**config.mk**
```make
export PLATFORM = sky130hd
export DESIGN_NAME = cs_ctrl_flat
export DESIGN_NICKNAME = d
export VERILOG_FILES = /design/src/rtl/cs_ctrl_pkg.sv /design/src/rtl/cs_ctrl_if.sv /design/src/rtl/cs_ctrl_latcnt.sv /design/src/rtl/cs_ctrl.sv /design/src/flat_wrapper.sv
export SDC_FILE = /design/constraint.sdc
export NUM_CORES = 1
export LEC_CHECK = 0
export BUFFER_PORTS_ARGS = -buffer_cell sky130_fd_sc_hd__buf_2
export CORE_MARGIN = 3
export CORE_UTILIZATION = 42
export CTS_CLUSTER_DIAMETER = 150
export CTS_CLUSTER_SIZE = 12
export DETAILED_ROUTE_END_ITERATION = 12
export HOLD_SLACK_MARGIN = 0.1
export PLACE_DENSITY = 0.78
export REMOVE_ABC_BUFFERS = 1
export SKIP_CTS_REPAIR_TIMING = 1
export SLEW_MARGIN = 20
export SYNTH_ARGS = -nofsm -noshare
export SYNTH_HDL_FRONTEND = slang
export SYNTH_HIERARCHICAL = 1
export SYNTH_SLANG_ARGS = --single-unit
```
**constraint.sdc**
```tcl
create_clock -name clk -period 1.9 [get_ports clk]
set_input_delay 0.095 -clock clk [delete_from_list [all_inputs] [get_ports clk]]
set_output_delay 0.095 -clock clk [all_outputs]
set_load 0.01 [all_outputs]
```
**src/rtl/cs_ctrl_pkg.sv**
```systemverilog
// ---------------------------------------------------------------------------
// cs_ctrl_pkg
// Shared definitions for the smoothing-window controller: FSM state encoding,
// default window length and datapath latency, and the sample/result widths.
// No ports (package).
// ---------------------------------------------------------------------------
package cs_ctrl_pkg;

  localparam int N_DEF   = 9;   // samples per window
  localparam int LAT_DEF = 1;   // dp_shift -> dp_y latency in cycles
  localparam int DATA_W  = 8;   // sample width
  localparam int RES_W   = 10;  // smoothed result width
  localparam int FILL_W  = 4;   // fill counter width (N up to 15)
  localparam int LAT_W   = 3;   // latency counter width (LAT up to 7)

  typedef enum logic [2:0] {
    ST_IDLE   = 3'd0,
    ST_CLR    = 3'd1,
    ST_ACCEPT = 3'd2,
    ST_WAIT   = 3'd3,
    ST_OUT    = 3'd4
  } state_t;

  // Increment that sticks at lim so long streams never wrap the fill count.
  function automatic logic [FILL_W-1:0] sat_inc(input logic [FILL_W-1:0] cnt,
                                                input logic [FILL_W-1:0] lim);
    return (cnt >= lim) ? lim : cnt + 1'b1;
  endfunction

endpackage

```
**src/rtl/cs_ctrl_if.sv**
```systemverilog
// ---------------------------------------------------------------------------
// cs_ctrl_if
// Sample-in / result-out handshake bundle of the controller.
//   in_valid  : upstream offers in_data
//   in_ready  : controller accepts the sample this cycle
//   in_data   : unsigned sample
//   out_valid : out_data holds a result
//   out_ready : downstream consumes the result
//   out_data  : registered smoothed result
// Modports: master = upstream/downstream side, slave = the controller.
// ---------------------------------------------------------------------------
interface cs_ctrl_if;
  import cs_ctrl_pkg::*;

  logic              in_valid;
  logic              in_ready;
  logic [DATA_W-1:0] in_data;
  logic              out_valid;
  logic              out_ready;
  logic [RES_W-1:0]  out_data;

  modport master (
    output in_valid, in_data, out_ready,
    input  in_ready, out_valid, out_data
  );

  modport slave (
    input  in_valid, in_data, out_ready,
    output in_ready, out_valid, out_data
  );

endinterface

```
**src/rtl/cs_ctrl_latcnt.sv**
```systemverilog
// ---------------------------------------------------------------------------
// cs_ctrl_latcnt
// Loadable down-counter timing the wait for the datapath result.
//   clk   : clock
//   reset : asynchronous active-low reset
//   clr   : force count to zero
//   load  : load load_val (ignored when clr is high)
//   load_val : latency value to load
//   dec   : decrement this cycle (holds at zero)
//   done  : the current WAIT cycle is the last one (count is 1 or 0), i.e. a
//           decrement now brings the count to zero
// ---------------------------------------------------------------------------
module cs_ctrl_latcnt
  import cs_ctrl_pkg::*;
(
  input  logic             clk,
  input  logic             reset,
  input  logic             clr,
  input  logic             load,
  input  logic [LAT_W-1:0] load_val,
  input  logic             dec,
  output logic             done
);

  logic [LAT_W-1:0] count;

  always_ff @(posedge clk or negedge reset) begin
    if (!reset) begin
      count <= '0;
    end else if (clr) begin
      count <= '0;
    end else if (load) begin
      count <= load_val;
    end else if (dec && (count != '0)) begin
      count <= count - 1'b1;
    end
  end

  // Signalling one cycle early lets the FSM capture dp_y on the very cycle
  // the count reaches zero instead of spending an extra cycle at zero.
  assign done = (count <= LAT_W'(1));

endmodule

```
**src/rtl/cs_ctrl.sv**
```systemverilog
// ---------------------------------------------------------------------------
// cs_ctrl
// Control FSM for a sliding-window smoothing datapath. Accepts one sample at
// a time, strobes it into the datapath, waits LAT cycles for the smoothed
// value and presents it on the output handshake once the window is full.
//
// Parameters: N   - samples per window (1..15)
//             LAT - cycles from dp_shift to dp_y valid (1..7)
// Ports:
//   clk      : single clock, rising edge
//   reset    : asynchronous active-low reset
//   start    : frame start; clears the window and restarts the fill
//   bus      : cs_ctrl_if.slave (in_valid/in_ready/in_data,
//              out_valid/out_ready/out_data)
//   dp_clr   : one-cycle clear of the datapath window
//   dp_shift : one-cycle shift strobe into the datapath window
//   dp_x     : sample to the datapath, valid with dp_shift
//   dp_y     : smoothed result from the datapath
//   fill_cnt : samples held in the window, saturating at N
//   busy     : high in every state except IDLE and ACCEPT
//
// Build option: define CS_CTRL_FILL_OUT_EN to emit a result for every sample,
// including partial windows (fill_cnt qualifies them). Undefined, results
// appear only once the window is full.
// ---------------------------------------------------------------------------
module cs_ctrl
  import cs_ctrl_pkg::*;
#(
  parameter int N   = N_DEF,
  parameter int LAT = LAT_DEF
)
(
  input  logic              clk,
  input  logic              reset,
  input  logic              start,
  cs_ctrl_if.slave          bus,
  output logic              dp_clr,
  output logic              dp_shift,
  output logic [DATA_W-1:0] dp_x,
  input  logic [RES_W-1:0]  dp_y,
  output logic [FILL_W-1:0] fill_cnt,
  output logic              busy
);

  localparam logic [FILL_W-1:0] N_FILL = FILL_W'(N);
  localparam logic [LAT_W-1:0]  LAT_LD = LAT_W'(LAT);

  state_t            state, state_nxt;
  logic              shift, capture;
  logic              fill_clr, fill_inc;
  logic              cnt_clr, cnt_load, cnt_dec, cnt_done;
  logic [FILL_W-1:0] fill_q;
  logic [RES_W-1:0]  out_q;

  cs_ctrl_latcnt u_latcnt (
    .clk      (clk),
    .reset    (reset),
    .clr      (cnt_clr),
    .load     (cnt_load),
    .load_val (LAT_LD),
    .dec      (cnt_dec),
    .done     (cnt_done)
  );

  always_comb begin
    state_nxt = state;
    shift     = 1'b0;
    capture   = 1'b0;
    fill_clr  = 1'b0;
    fill_inc  = 1'b0;
    cnt_clr   = 1'b0;
    cnt_load  = 1'b0;
    cnt_dec   = 1'b0;

    if (start) begin
      // start overrides everything, including a sample offered in the same
      // cycle; the fill count drops immediately so the abort is visible in CLR.
      state_nxt = ST_CLR;
      fill_clr  = 1'b1;
      cnt_clr   = 1'b1;
    end else begin
      case (state)
        ST_IDLE: begin
          state_nxt = ST_IDLE;
        end
        ST_CLR: begin
          fill_clr  = 1'b1;
          cnt_clr   = 1'b1;
          state_nxt = ST_ACCEPT;
        end
        ST_ACCEPT: begin
          if (bus.in_valid) begin
            shift     = 1'b1;
            fill_inc  = 1'b1;
            cnt_load  = 1'b1;
            state_nxt = ST_WAIT;
          end
        end
        ST_WAIT: begin
          cnt_dec = 1'b1;
          if (cnt_done) begin
`ifdef CS_CTRL_FILL_OUT_EN
            capture   = 1'b1;
            state_nxt = ST_OUT;
`else
            if (fill_q == N_FILL) begin
              capture   = 1'b1;
              state_nxt = ST_OUT;
            end else begin
              state_nxt = ST_ACCEPT;
            end
`endif
          end
        end
        ST_OUT: begin
          if (bus.out_ready) begin
            state_nxt = ST_ACCEPT;
          end
        end
        default: begin
          state_nxt = ST_IDLE;
        end
      endcase
    end
  end

  // Control registers
  always_ff @(posedge clk or negedge reset) begin
    if (!reset) begin
      state  <= ST_IDLE;
      fill_q <= '0;
    end else begin
      state <= state_nxt;
      if (fill_clr) begin
        fill_q <= '0;
      end else if (fill_inc) begin
        fill_q <= sat_inc(fill_q, N_FILL);
      end
    end
  end

  // Result register; cleared on reset so a pending result never survives it
  always_ff @(posedge clk or negedge reset) begin
    if (!reset) begin
      out_q <= '0;
    end else if (capture) begin
      out_q <= dp_y;
    end
  end

  // All handshake outputs decode from registered state (plus start), so
  // in_valid and out_ready never reach in_ready combinationally.
  assign bus.in_ready  = (state == ST_ACCEPT) && !start;
  assign bus.out_valid = (state == ST_OUT);
  assign bus.out_data  = out_q;
  assign dp_clr        = (state == ST_CLR);
  assign dp_shift      = shift;
  assign dp_x          = shift ? bus.in_data : '0;
  assign fill_cnt      = fill_q;
  assign busy          = !((state == ST_IDLE) || (state == ST_ACCEPT));

endmodule

```
**src/flat_wrapper.sv**
```systemverilog
// flat-port wrapper written by rule: the top's interface ports become plain ports
module cs_ctrl_flat import cs_ctrl_pkg::*;
#(
  parameter int N   = N_DEF,
  parameter int LAT = LAT_DEF
)
  (clk, reset, start, dp_clr, dp_shift, dp_x, dp_y, fill_cnt, busy, bus_in_valid, bus_in_data, bus_out_ready, bus_in_ready, bus_out_valid, bus_out_data);
  cs_ctrl_if bus_i ();
  input  logic clk;
  input  logic reset;
  input  logic start;
  output logic dp_clr;
  output logic dp_shift;
  output logic [DATA_W-1:0] dp_x;
  input  logic [RES_W-1:0] dp_y;
  output logic [FILL_W-1:0] fill_cnt;
  output logic busy;
  input wire logic [$bits(bus_i.in_valid)-1:0] bus_in_valid;
  input wire logic [$bits(bus_i.in_data)-1:0] bus_in_data;
  input wire logic [$bits(bus_i.out_ready)-1:0] bus_out_ready;
  output wire logic [$bits(bus_i.in_ready)-1:0] bus_in_ready;
  output wire logic [$bits(bus_i.out_valid)-1:0] bus_out_valid;
  output wire logic [$bits(bus_i.out_data)-1:0] bus_out_data;
  assign bus_i.in_valid = bus_in_valid;
  assign bus_i.in_data = bus_in_data;
  assign bus_i.out_ready = bus_out_ready;
  assign bus_in_ready = bus_i.in_ready;
  assign bus_out_valid = bus_i.out_valid;
  assign bus_out_data = bus_i.out_data;
  cs_ctrl #(.N(N), .LAT(LAT)) u_core (.clk(clk), .reset(reset), .start(start), .bus(bus_i), .dp_clr(dp_clr), .dp_shift(dp_shift), .dp_x(dp_x), .dp_y(dp_y), .fill_cnt(fill_cnt), .busy(busy));
endmodule
```
# == After elaboration in Yosys (flattened, before gate mapping) ==
# Index checks and enable logic that the tools add are counted.
# W data, S select, Z words.
# totals
regBits,20
in_bits,23
out_inout_bits,27
wordCells,50
# classes
n_addsub,2
n_lt_le_gt_ge,2
n_eq_ne,8
muxes,24
n_reduce_logical,10
# ops
operator,n
$mux W3,8
$mux W4,3
$pmux W3 S4,1
$mux W1,11
$mux W8,1
$eq A3 B2 Y1 const B,2
$ne A3 B3 Y1 const B,2
$reduce_bool A3 Y1,2
$add A4 B1 Y4 const B,1
$eq A4 B4 Y1 const B,1
$ge A4 B4 Y1 const B,1
$eq A3 B1 Y1 const B,1
$eq A3 B3 Y1 const B,1
$le A3 B1 Y1 const B,1
$logic_not A3 Y1,1
$ne A3 B2 Y1 const B,1
$reduce_and A3 Y1,1
$sub A3 B1 Y3 const B,1
$logic_and A1 B1 Y1,2
$logic_not A1 Y1,2
$reduce_bool A2 Y1,1
$logic_or A1 B1 Y1,1

# == Longest topological paths before layout ==
# Gate-level depths: netlist of the first run.
# depth
ltp_word,7
mapped_depth,8
mapped_depth_nobuf,7

# == Hierarchy ==
# The synthesis of the first run kept the hierarchy.
# modules_own_cells
module,instances,cells_each,area_per_inst_um2
cs_ctrl,1,87,913.4
cs_ctrl_latcnt,1,25,259.0

# == Worst setup path before layout of the first run ==
# No wires, ideal clock.
# synth_path
kind,register -> register
start,reg u_core.state[2]
end,reg u_core.u_latcnt.count[1]
arrival_time_ps,1883
required_ps,1774
setup_slack_ps,-109
path_stages_with_launch,6
period_less_slack_ps,2009
cell_sequence,dfrtp_1 -> or3b_1 -> buf_2 -> nor2_1 -> nor3_1 -> a311o_1
# synth_between
elab_chain_cells,5
elab_cells_between_ends,13
cone_classes,3 x eq/ne; 8 x mux; 2 x reduce/logical
# synth_lines
element,line,text
start: declaration,cs_ctrl.sv:48,"state_t state, state_nxt;"
start signal: assignment,cs_ctrl.sv:133,state <= state_nxt;
$eq A3 B2 Y1 (*),-,
$mux W1 (*) (2 in a row),-,
net dp_shift,flat_wrapper.sv:13,output logic dp_shift;
$mux W3,cs_ctrl_latcnt.sv:32,end else if (load) begin
$mux W3,cs_ctrl_latcnt.sv:30,end else if (clr) begin
end signal: assignment,cs_ctrl_latcnt.sv:33,count <= load_val;
end signal: assignment,cs_ctrl_latcnt.sv:35,count <= count - 1'b1;
end: declaration,cs_ctrl_latcnt.sv:25,logic [LAT_W-1:0] count;
# Mark *: on every way through the listed nets, which the timed path passes. The rest lies on a longest branch.
# A chain may end at the register's enable or synchronous reset.

# == Final worst setup path of the first run ==
# layout_path
start,reg u_core.u_latcnt.count[0]
end,"reg u_core.out_q[9], in the netlist u_core/bus.out_data[9]"
# layout_between
elab_chain_cells,4
# layout_lines
element,line,text
$le A3 B1 Y1,cs_ctrl_latcnt.sv:41,assign done = (count <= LAT_W'(1));
net u_core.cnt_done,cs_ctrl.sv:51,"logic cnt_clr, cnt_load, cnt_dec, cnt_done;"
$mux W1,cs_ctrl.sv:101,if (cnt_done) begin
$mux W1,cs_ctrl.sv:82,case (state)
$mux W1,cs_ctrl.sv:75,if (start) begin
end signal: assignment,cs_ctrl.sv:147,out_q <= dp_y;
end: declaration,cs_ctrl.sv:53,logic [RES_W-1:0] out_q;
# The timed path passes the listed nets, and every way through them passes these cells.

==> results of run 1 <==
-- critical path, cell delays in order, from the launching register on --
cell and delay [ns]:
dfrtp_1 0.43, ha_1 0.21, a21oi_1 0.12, nor2_1 0.07, and4b_1 0.22, nand3_1 0.08
buf_4 0.19, mux2_2 0.35
-- cells in the mapped netlist (3+ instances only) --
library cell | n | share of area [%]
dfrtp_1 | 20 | 43
nand2b_1 | 4 | 2.1
ha_1 | 6 | 6.4
nor3_1 | 4 | 1.7
nor2b_1 | 3 | 1.6
mux2_2 | 10 | 9.6
inv_1 | 6 | 1.9
and3_1 | 10 | 5.3
nor3b_1 | 3 | 1.9
a21oi_1 | 4 | 1.7
buf_2 | 3 | 1.3
nor2_1 | 8 | 2.6
-- cell type report --
class | instances | share of cell area, %
inverter | 6 | 1.340
tap | 30 | 2.234
sequential | 20 | 29.78
timing repair buffer | 72 | 26.81
multi-input combinational | 82 | 37.68
clock buffer | 4 | 2.159
-- worst paths after layout --
kind / start / endpoint / slack [ns] / cells past startpoint
worst max-delay path: u_core/u_latcnt/count[0]$_DFFE_PN0P_ / u_core/bus.out_data[9]$_DFFE_PN0P_ / 0.13 / 7
worst min-delay path: start / u_core/state[1]$_DFFE_PN0P_ / 0.14 / 2
worst max register to register: u_core/u_latcnt/count[0]$_DFFE_PN0P_ / u_core/bus.out_data[9]$_DFFE_PN0P_ / 0.13 / 7
worst min register to register: u_core/bus.out_data[4]$_DFFE_PN0P_ / u_core/bus.out_data[4]$_DFFE_PN0P_ / 0.51 / 1
max in group asynchronous: reset / u_core/fill_cnt[3]$_DFFE_PN0P_ / 1.32 / 2
min in group asynchronous: reset / u_core/bus.out_data[3]$_DFFE_PN0P_ / 0.26 / 2
-- cells in the final DEF (no fill, tap or decap), drive strengths merged, types with 3 or more instances in the layout --
cell	instances
buf	59
dfrtp	20
dlygate4sd3	13
and3	10
mux2	10
nor2	8
inv	6
ha	6
nand2b	5
nor3	4
a21oi	4
clkbuf	4
nor3b	3
nor2b	3
conb	3
-- routing by layer --
layer / global-route usage (%) / up-vias / share of wire [%]
met5: 0 / - / 0
met4: 4.854 / 0 / 0.47
met3: 2.851 / 2 / 8.2
met2: 28.55 / 55 / 50
met1: 21.69 / 542 / 41
li1: - / 539 / -
-- logic make-up after synthesis --
kind of cell / Yosys count / synth area share (%)
and+or+nand+nor: 43 / 22.31
AOI/OAI and AO/OA: 20 / 14.52
muxes: 10 / 9.605
other: 2 / 0.6406
buffers and inverters: 11 / 3.842
DFF: 20 / 42.69
adders and majority gates: 6 / 6.403
-- power by group --
group	internal [W]	total [W]	switching, W
logic	0.0000710	0.000136	0.0000648
clock network	0.000117	0.000252	0.000135
registers	0.000431	0.000439	0.00000810
-- state kept, by name (all words and copies together) (netlist names) --
register               count
u_core/state               3
u_core/bus.out_data       10
u_core/u_latcnt/count      3
u_core/fill_cnt            4
-- through the flow --
step	area (um2)	hold WS [ns]	total power (W)	std cells
6_report	1680	0.1371	0.0008264	214
5_1_grt	1680	0.1445	0.0008693	214
4_1_cts	1548	-0.2654	0.0008093	201
3_5_place_dp	1511	0.07176	0.0005613	197
3_3_place_gp	1511	0.05631	0.0005559	197
2_1_floorplan	1154	-0.2006	0.0004980	108
==> flow_metrics.tcl, run 1 <==
set metrics [dict create \
    yosys.cell_types.count 37 \
    grt_max_degree 21 \
    path_class "reg2reg" \
    cap_violations 0 \
    final_nets 214 \
    clock.fmax_mhz 564.6 \
    place_ws_ns 0.1504 \
    synth-seq-cells 20 \
    cts_tree "built" \
    num_rows 18 \
    fin_crit_ns 1.771 \
    clock_skew_ns 0.007608 \
    status "finished clean" \
    io_buffers 49 \
    initial_utilization_pct 45.66 \
    clock-root-buffer "clkbuf_4" \
    nFillCells 218 \
    cts_buffers 3 \
    chipWidth_um 58.84 \
    grt_usage_pct 16.74 \
    cts.htree.levels 1 \
    antenna_found_initial 0 \
    peakVddDrop_mv 0.5750 \
    utilization_pct 65.45 \
    wl_per_cell_um 13.86 \
    wl_mm 2.966 \
    synth_edf_count 0 \
    synthFlopType "dfrtp_1" \
    fin_ws_ns 0.1288 \
    grt_pass1_vias 1071 \
    insertion_delay_ns 0.30 \
    grt_pass1_wl_mm 4.602 \
    hold_viol 0 \
    drc 0 \
    yosysWarnings 6 \
    power.leakage_nw 0.9525 \
    areaGrowthSynthToFinish_pct 43.33 \
    ys_seq_area_share_pct 42.69 \
    crit_path_end_kind "flop" \
    drive_above_1_share_pct 44.02 \
    powerDensity_mw_per_mm2 491.8 \
    setup_tns_ns 0 \
    worstPathMaxFanout 11 \
    hpwl_mm 2.169 \
    first_pass_iters 4 \
    cp.required_ns 2.10 \
    core-area_mm2 0.002567 \
    grt_remaining_overflow 0 \
    seqCellArea_um2 500.5 \
    cts.clk_slew.worst_paths_ns 0.12 \
    hp-class "in2reg" \
    setup_viol 0 \
    antenna_left 0 \
    first_iter_violations 37 \
    syn_avg_cell_area_um2 10.47 \
    via_per_inst 5.318 \
    critPathArrivalTime_ns 1.97 \
    ios 50 \
    vias 1138 \
    netlist_instances 112 \
    async_reset_ff_share_pct 100.0 \
    design.die.area_mm2 0.003462 \
    syn_area_mm2 0.001172 \
    cts_sinks 20 \
    antennaDiodeCount 0 \
    die_y_um 58.84 \
    multi_input_area_um2 633.1 \
    ctsLongestPathBuffers 2 \
    min_period_over_period_pct 93.22 \
    rsz0062_at_grt "no" \
    gp_congestion 0.8157 \
    cp-start-kind "flop" \
    slew_viol_final 0 \
]
(Power assumes the default switching activity.)
==> run 2, diff against run 1 <==
- CTS_BUF_LIST: unset -> sky130_fd_sc_hd__clkbuf_8 sky130_fd_sc_hd__clkbuf_16
==> flow_metrics.tcl, run 2 (same netlist as run 1, synthesis figures left out) <==
set metrics [dict create \
    worstPathMaxFanout 11 \
    grt_usage_pct 16.61 \
    startpoint "u_core/u_latcnt/count[0]$_DFFE_PN0P_" \
    core-area_mm2 0.002567 \
    gp_congestion 0.8157 \
    vias 1104 \
    grt_remaining_overflow 0 \
    grt_pass1_vias 1077 \
    antenna_found_initial 0 \
    nFillCells 217 \
    drive_above_1_share_pct 44.20 \
    clock.fmax_mhz 564.7 \
    clock_skew_ns 0.002744 \
    via_per_inst 5.232 \
    crit_path_end_kind "flop" \
    cts.htree.levels 1 \
    io_buffers 49 \
    final_cell_mix "49 x buf_2, 20 x dfrtp_1" \
    antennaDiodeCount 0 \
    hold_viol 0 \
    design.die.area_mm2 0.003462 \
    cts_buffers 3 \
    critPathCapture "u_core/bus.out_data[9]$_DFFE_PN0P_" \
    ios 50 \
    path_class "reg2reg" \
    wl_per_cell_um 13.73 \
    min_period_over_period_pct 93.21 \
    hp-class "in2reg" \
    layout_commonest_cell "buf_2" \
    drc 0 \
    cp.required_ns 2.04 \
    peakVddDrop_mv 0.5360 \
    r2r_cells 7 \
    cts_sinks 20 \
    largest_register_ffs 10 \
    critPathBufInv 1 \
    antenna_left 0 \
    chipWidth_um 58.84 \
    rsz0062_at_grt "no" \
    cap_violations 0 \
    cp_cell_sequence "ha_1, a21oi_1, nor2_1, and4b_1, nand3_1, buf_4, mux2_2" \
    utilization_pct 64.91 \
    worst-path-stages 7 \
    fin_crit_ns 1.771 \
    ctsLongestPathBuffers 2 \
    hpwl_mm 2.169 \
    initial_utilization_pct 45.66 \
    cp-start-kind "flop" \
    areaGrowthSynthToFinish_pct 42.16 \
    status "finished clean" \
    first_pass_iters 4 \
    reg2reg_to "u_core/bus.out_data[9]$_DFFE_PN0P_" \
    worstReg2RegStart "u_core/u_latcnt/count[0]$_DFFE_PN0P_" \
    num_rows 18 \
    first_iter_violations 27 \
    r2r_slack_ns 0.13 \
    final_nets 211 \
    cts.clk_slew.worst_paths_ns 0.08 \
    die_y_um 58.84 \
    clock-root-buffer "clkbuf_8" \
    path_delay_family "flip-flops" \
    cts_tree "built" \
    crit_path_max_incr_delay_ns 0.42 \
    slew_viol_final 0 \
    insertion_delay_ns 0.25 \
    grt_max_degree 21 \
    power.leakage_nw 0.9479 \
    critPathArrivalTime_ns 1.91 \
    grt_pass1_wl_mm 4.602 \
    worst_path_max_delay_cell "dfrtp_1" \
    wl_mm 2.898 \
    setup_tns_ns 0 \
    setup_viol 0 \
    powerDensity_mw_per_mm2 537.9 \
]
run 2: cell types whose count changed in the layout (fill, tap and decap cells not counted):
cell	delta
clkbuf_8	+3
nor2_2	-1
nor2_1	+1
dlygate4sd3_1	-3
clkbuf_4	-3
run 2: layout make-up:
cell class	instances	area [um2]	share of cell area, %
Multi-Input combinational cell	82	630.6	37.84
Sequential cell	20	500.5	30.03
Timing Repair Buffer	69	420.4	25.23
Clock buffer	4	55.05	3.303
Tap cell	30	37.54	2.252
Inverter	6	22.52	1.351
run 2: power breakdown:
part | total [W] | switching, W | internal (W)
clock | 0.000328 | 0.000144 | 0.000184
combinational | 0.000130 | 0.0000633 | 0.0000669
sequential | 0.000439 | 0.00000824 | 0.000430
total | 0.000896 | 0.000215 | 0.000681
run 2: worst min-delay path by stage:
stage / start / to / slack [ns] / depth (start not counted)
6_report: dp_y[6] / u_core/bus.out_data[6]$_DFFE_PN0P_ / 0.08 / 2
5_1_grt: dp_y[6] / u_core/bus.out_data[6]$_DFFE_PN0P_ / 0.09 / 2
4_1_cts: reset / u_core/u_latcnt/count[1]$_DFFE_PN0P_ / -0.20 / 1
3_5_place_dp: reset / u_core/bus.out_data[3]$_DFFE_PN0P_ / 0.07 / 1
3_3_place_gp: reset / u_core/bus.out_data[7]$_DFFE_PN0P_ / 0.06 / 1
2_1_floorplan: reset / u_core/bus.out_data[0]$_DFFE_PN0P_ / -0.20 / 0
run 2: metal layers:
metal	global-route usage, %	vias up	part of all wire, %
li1	-	536	-
met1	21.27	526	43
met2	29.02	42	49
met3	2.851	0	7.4
met4	3.883	0	0
met5	0	-	0
run 2: metrics by stage:
step	instances	cell area, um2	total power (W)	setup slack (ns)	hold WS, ns
2_1_floorplan	108	1154	0.0004980	-0.07445	-0.2006
3_3_place_gp	197	1511	0.0005559	0.2156	0.05631
3_5_place_dp	197	1511	0.0005613	0.1504	0.07176
4_1_cts	201	1567	0.0008829	0.1304	-0.2031
5_1_grt	211	1667	0.0009364	0.01764	0.08819
6_report	211	1667	0.0008965	0.1291	0.08237
